[src/rtl/matmul_2x2_stream_drv.sv]
// ---------------------------------------------------------------------------
// matmul_2x2_stream_drv
//
// Stream-side driver for the 2x2 matrix-multiply core. It collects an 8-beat
// input frame (A00,A01,A10,A11,B00,B01,B10,B11) from an AXI-Stream slave. It
// then pulses core_start, waits for core_done and returns C00,C01,C10,C11 on an
// AXI-Stream master with m_tlast on the fourth beat.
//
// Optional feature (compile-time macro MATMUL_DRV_TIMEOUT_EN):
//   When defined, a watchdog counts cycles spent in WAIT. After TIMEOUT_CYC
//   cycles without core_done, it sets err_frame, loads C with zeros and sends
//   the (zero) result so the output frame is still closed with m_tlast.
//   When undefined, WAIT holds until core_done and TIMEOUT_CYC is unused.
//
// Ports:
//   clk, rst          clock, synchronous active-high reset
//   s_tdata/s_tvalid/s_tready/s_tlast   input element stream (signed DATA_W)
//   core_start        one-cycle start pulse to the core
//   core_a, core_b    A/B matrices, flat: element (r,c) at index r*2+c,
//                     bits [(r*2+c)*DATA_W +: DATA_W]
//   core_c            C matrix from the core, same packing with ACC_W
//   core_done         core result valid (only honoured in WAIT)
//   m_tdata/m_tvalid/m_tready/m_tlast   output C stream (signed ACC_W)
//   busy              high in any state other than LOAD
//   err_frame         sticky framing/timeout error, cleared only by rst
//
// Handshake semantics (both streams): a beat transfers on a rising edge where
// valid and ready are both high. Once m_tvalid is raised, m_tdata and m_tlast
// are held until that transfer happens; m_tvalid never drops mid-beat.
// ---------------------------------------------------------------------------
module matmul_2x2_stream_drv #(
    parameter int DATA_W      = 8,
    parameter int ACC_W       = 32,
    parameter int TIMEOUT_CYC = 256
) (
    input  logic                clk,
    input  logic                rst,
    input  logic [DATA_W-1:0]   s_tdata,
    input  logic                s_tvalid,
    output logic                s_tready,
    input  logic                s_tlast,
    output logic                core_start,
    output logic [4*DATA_W-1:0] core_a,
    output logic [4*DATA_W-1:0] core_b,
    input  logic [4*ACC_W-1:0]  core_c,
    input  logic                core_done,
    output logic [ACC_W-1:0]    m_tdata,
    output logic                m_tvalid,
    input  logic                m_tready,
    output logic                m_tlast,
    output logic                busy,
    output logic                err_frame
);

    typedef enum logic [1:0] {
        ST_LOAD  = 2'd0,
        ST_START = 2'd1,
        ST_WAIT  = 2'd2,
        ST_SEND  = 2'd3
    } state_t;

    state_t              state_q, state_d;
    logic [2:0]          cnt_q, cnt_d;     // input beat counter 0..7
    logic [1:0]          idx_q, idx_d;     // output beat index 0..3
    // Beats 0..3 (A) land in the low half, beats 4..7 (B) in the high half,
    // so the beat counter directly addresses the element slot.
    logic [8*DATA_W-1:0] ab_q, ab_d;
    logic [4*ACC_W-1:0]  c_q, c_d;
    logic                err_q, err_d;

`ifdef MATMUL_DRV_TIMEOUT_EN
    localparam int TMO_W = $clog2(TIMEOUT_CYC + 1);
    logic [TMO_W-1:0]    tmo_q, tmo_d;
`endif

    assign core_a    = ab_q[4*DATA_W-1:0];
    assign core_b    = ab_q[8*DATA_W-1:4*DATA_W];
    assign err_frame = err_q;

    always_comb begin
        state_d    = state_q;
        cnt_d      = cnt_q;
        idx_d      = idx_q;
        ab_d       = ab_q;
        c_d        = c_q;
        err_d      = err_q;
        s_tready   = 1'b0;
        core_start = 1'b0;
        m_tvalid   = 1'b0;
        m_tdata    = '0;
        m_tlast    = 1'b0;
        busy       = 1'b1;
`ifdef MATMUL_DRV_TIMEOUT_EN
        tmo_d      = tmo_q;
`endif

        case (state_q)
            ST_LOAD: begin
                s_tready = 1'b1;
                busy     = 1'b0;
                if (s_tvalid) begin
                    ab_d[int'(cnt_q)*DATA_W +: DATA_W] = s_tdata;
                    if (cnt_q == 3'd7) begin
                        // A missing tlast on the final beat is flagged, but
                        // the frame is complete, so it still runs.
                        if (!s_tlast) begin
                            err_d = 1'b1;
                        end
                        cnt_d   = 3'd0;
                        state_d = ST_START;
                    end else if (s_tlast) begin
                        // Short frame: drop what was collected and resync.
                        err_d = 1'b1;
                        cnt_d = 3'd0;
                    end else begin
                        cnt_d = cnt_q + 3'd1;
                    end
                end
            end

            ST_START: begin
                core_start = 1'b1;
                state_d    = ST_WAIT;
`ifdef MATMUL_DRV_TIMEOUT_EN
                tmo_d      = '0;
`endif
            end

            ST_WAIT: begin
                if (core_done) begin
                    c_d     = core_c;
                    idx_d   = 2'd0;
                    state_d = ST_SEND;
                end
`ifdef MATMUL_DRV_TIMEOUT_EN
                else if (tmo_q == TMO_W'(TIMEOUT_CYC - 1)) begin
                    // The final allowed WAIT cycle passed with no result.
                    err_d   = 1'b1;
                    c_d     = '0;
                    idx_d   = 2'd0;
                    state_d = ST_SEND;
                end else begin
                    tmo_d = tmo_q + TMO_W'(1);
                end
`endif
            end

            ST_SEND: begin
                m_tvalid = 1'b1;
                m_tdata  = c_q[int'(idx_q)*ACC_W +: ACC_W];
                m_tlast  = (idx_q == 2'd3);
                if (m_tready) begin
                    if (idx_q == 2'd3) begin
                        idx_d   = 2'd0;
                        cnt_d   = 3'd0;
                        state_d = ST_LOAD;
                    end else begin
                        idx_d = idx_q + 2'd1;
                    end
                end
            end

            default: begin
                state_d = ST_LOAD;
            end
        endcase
    end

    always_ff @(posedge clk) begin
        if (rst) begin
            state_q <= ST_LOAD;
            cnt_q   <= '0;
            idx_q   <= '0;
            ab_q    <= '0;
            c_q     <= '0;
            err_q   <= 1'b0;
`ifdef MATMUL_DRV_TIMEOUT_EN
            tmo_q   <= '0;
`endif
        end else begin
            state_q <= state_d;
            cnt_q   <= cnt_d;
            idx_q   <= idx_d;
            ab_q    <= ab_d;
            c_q     <= c_d;
            err_q   <= err_d;
`ifdef MATMUL_DRV_TIMEOUT_EN
            tmo_q   <= tmo_d;
`endif
        end
    end

endmodule

[config.mk]
export PLATFORM = sky130hd
export DESIGN_NAME = matmul_2x2_stream_drv
export DESIGN_NICKNAME = d
export VERILOG_FILES = /design/src/rtl/matmul_2x2_stream_drv.sv
export SDC_FILE = /design/constraint.sdc
export NUM_CORES = 1
export LEC_CHECK = 0
export CORE_UTILIZATION = 52
export DETAILED_ROUTE_END_ITERATION = 8
export GPL_TIMING_DRIVEN = 0
export PLACE_DENSITY = 0.86
export SLEW_MARGIN = 20
export SYNTH_ARGS = -nofsm -noshare
export SYNTH_HDL_FRONTEND = slang
export SYNTH_SLANG_ARGS = --single-unit
[constraint.sdc]
create_clock -name clk -period 3.5 [get_ports clk]
set_clock_uncertainty 0.15 [all_clocks]
set_input_delay 0.875 -clock clk [delete_from_list [all_inputs] [get_ports clk]]
set_output_delay 0.875 -clock clk [all_outputs]
set_load 0.1 [all_outputs]
==> out/metrics.cfg <==
[critical_path]
endpoint_kind = output port
worst-path-buf-inv = 1
worstReg2RegEnd = ab_q[29]
crit_type = flip-flop to output port
ff2ff_path_depth = 7
r2r_slack_ns = 1.06
crit_arrival_ns = 2.26
cpPeakStageDelay_ns = 1.17
cp.required_ns = 2.47
start_kind = flip-flop
slowest_stage = clkdlybuf4s50_1
crit_family = buffers and inverters
cp_max_fo = 7
cp_cell_sequence = ha_2, clkdlybuf4s50_1
timing.rr.start = cnt_q[0]

[global_route]
grt_util_met1_pct = 36.0
grt_pass1_vias = 7923
antenna_found_initial = 2
grt_use_total_pct = 30.2
grtUsageMet2_pct = 50.7
grt_max_degree = 18
top_usage_layer = met2
grt_use_met3_pct = 7.61
gr-total-overflow = 0
grt_first_pass_wirelength_um = 40700

[cells_and_area]
area_delta_synth_final_pct = 36.9
final_common_cell = nand2_1
nets = 1390
postLayoutCoreUtil_pct = 72.9
fin_area_um2 = 12100
fin_cells = 1467
most-common-layout-cells = nand2_1 (257), clkdlybuf4s50_1 (208), dfxtp_1 (200)
drive_gt1_share_pct = 12.6
n_antenna_cell = 0

[place]
postPlaceCellArea_um2 = 11500
post-dp-hpwl_um = 19300
post-place-ws_ns = -0.392
finalWeightedCongestion = 0.869
portBuffers = 243
dp_cells = 1435

[route]
ant_nets = 0
routedWlPerCell_um = 17.9
via_count = 8074
drt_iter0_markers = 543
routed_wirelength_um = 26200
dr.pass1.iters = 5
drc = 0
viasPerCell = 5.50

[yosys]
synth-edff-count = 0
synth-seq-area-share_pct = 45.4
synth.area.mux_share_pct = 15.8
synth.cell_area_um2 = 8820
netlist-cell-type-count = 40
synth_fa_ha_area_share_pct = 1.99
syn_inst = 972
ys_ff_latch = 200
synth-compound-area-share_pct = 8.54
synth-simple-area-share_pct = 23.5
syn-mean-instance-area_um2 = 9.08
synth_top_family_by_area = simple AND/OR/NAND/NOR gates
synth_ff_type = dfxtp_1
synth_xor_area_share_pct = 0.0993
yosysWarnings = 0
async_reset_ff_share_pct = 0
syn_nets = 1128

[power_and_ir_drop]
p_sw_uw = 1100
pwr-share-seq_pct = 48.3
combPwrFrac_pct = 8.2
p_per_area_nw_per_um2 = 392
power.leakage_uw = 0.00434
power.share.switching_pct = 23.3
internal_power_uw = 3630
clockPowerShare_pct = 43.4
ir_drop_mv = 0.359

[clock_network]
htreeDepth = 4
clk_latency_ns = 0.43
cts_root_buf = clkbuf_16
tritoncts = done
clock_path_buffers = 2
cts_inserted_buffers = 17
cts_sinks = 200
clk_pin_slew_ns = 0.07
post_cts_buffers = 0

[worst_hold_path]
hold_depth = 2
hold_start = c_q[94]
hp-class = flip-flop to flip-flop
hold_path_end = c_q[94]

[timing]
maxSlewHeadroom_pct = 32.8
finalWorstSetupSlack_ns = 0.216
grt_setup_unrepaired = false
fin_crit_sh_pct = 93.8
worstMarginPinSlew_ns = 1.01
maxSlewViolCount = 0
fmax_ghz = 0.305
period_minus_slack_ns = 3.28
setup_viol = 0
hold_viol = 0

[floorplan]
fp.dieArea_um2 = 17500
coreArea_um2 = 16600
io_pins = 244
die_y_um = 132
die_w_um = 132
fp-row-count = 47
start_util_pct = 53.2

[flow_run]
maxCapViolCount = 0

[outcome]
status = finished, final reports clean

routing by layer:
layer	part of all wire, %	up-vias
li1	-	3773
met1	39	3799
met2	48	409
met3	8.2	91
met4	4.1	2
met5	0.042	-
area by class of cell:
| type | instances | area [µm²] |
|---|---|---|
| Fill cell | 1233 | 4500 |
| Timing Repair Buffer | 243 | 2370 |
| Inverter | 7 | 26.3 |
| Buffer | 75 | 394 |
| Sequential cell | 200 | 4000 |
| Clock inverter | 14 | 173 |
| Clock buffer | 18 | 439 |
| Multi-Input combinational cell | 690 | 4410 |
| Tap cell | 220 | 275 |
sequential cells by signal, summed over array words and instances (netlist names):
register,count
state_q,2
ab_q,64
cnt_q,3
c_q,128
err_frame,1
idx_q,2
metrics by stage:
stage | power [µW] | setup TNS (ns) | hold slack (ns)
after floorplan | 2500 | 0 | 0.283
after CTS | 4730 | 0 | 0.303
final | 4740 | 0 | 0.303
after global routing | 4850 | 0 | 0.320
after detailed placement | 2730 | -8.32 | 0.294
after global placement | 2720 | -8.26 | 0.288
synthesized netlist by cell type, drive strengths merged, types with 4 or more instances:
library cell  instances  area, µm²
ha                   14        175
buf                  48        289
dfxtp               200       4000
nand4                 5       46.3
mux4                 32        721
nand3                33        165
nor2b                 4       25.0
mux2i                67        671
inv                   7       26.3
and2                 36        225
nand2b               77        482
clkbuf               27        101
nand2               257        965
a21oi               133        666
nor2                  8       35.0
o21ai                 4       20.0
cell families after synthesis:
kind of cell,count (synthesis)
buf+inv,82
fa+ha+maj,14
simple gates,432
mux,99
flops,200
compound gates,144
xor+xnor,1
worst max path at each step:
stage | startpoint | endpoint | slack (ns) | depth (start not counted)
finish | state_q[0] | m_tvalid | 0.22 | 2
global route | state_q[0] | m_tdata[21] | 0.14 | 5
CTS | state_q[0] | m_tdata[19] | 0.02 | 5
detailed placement | state_q[0] | m_tdata[2] | -0.39 | 5
global placement | state_q[0] | m_tdata[2] | -0.38 | 5
floorplan | state_q[0] | m_tdata[10] | 0.26 | 4
worst register-to-register path, cell delays in order, from the launching register on:
cell and delay, ns:
dfxtp_1 0.41, buf_6 0.18, inv_1 0.08, ha_1 0.22, ha_1 0.44, o31ai_4 0.13, nor2_2 0.49, mux2i_1 0.26
power groups by stage:
stage	combinational (µW)	clock, µW	sequential, µW
4_1_cts	387	2060	2290
6_report	390	2060	2290
5_1_grt	407	2160	2290
3_5_place_dp	385	0	2340
2_1_floorplan	99.3	0	2400
3_3_place_gp	383	0	2340
repair_timing:
action                     4_1_cts  5_1_grt
resized for setup              190        6
hold buffers                     0        0
setup endpoints to repair       33       21
pin swaps                        0        0
cloned                           0        0
(Power assumes the default switching activity.)
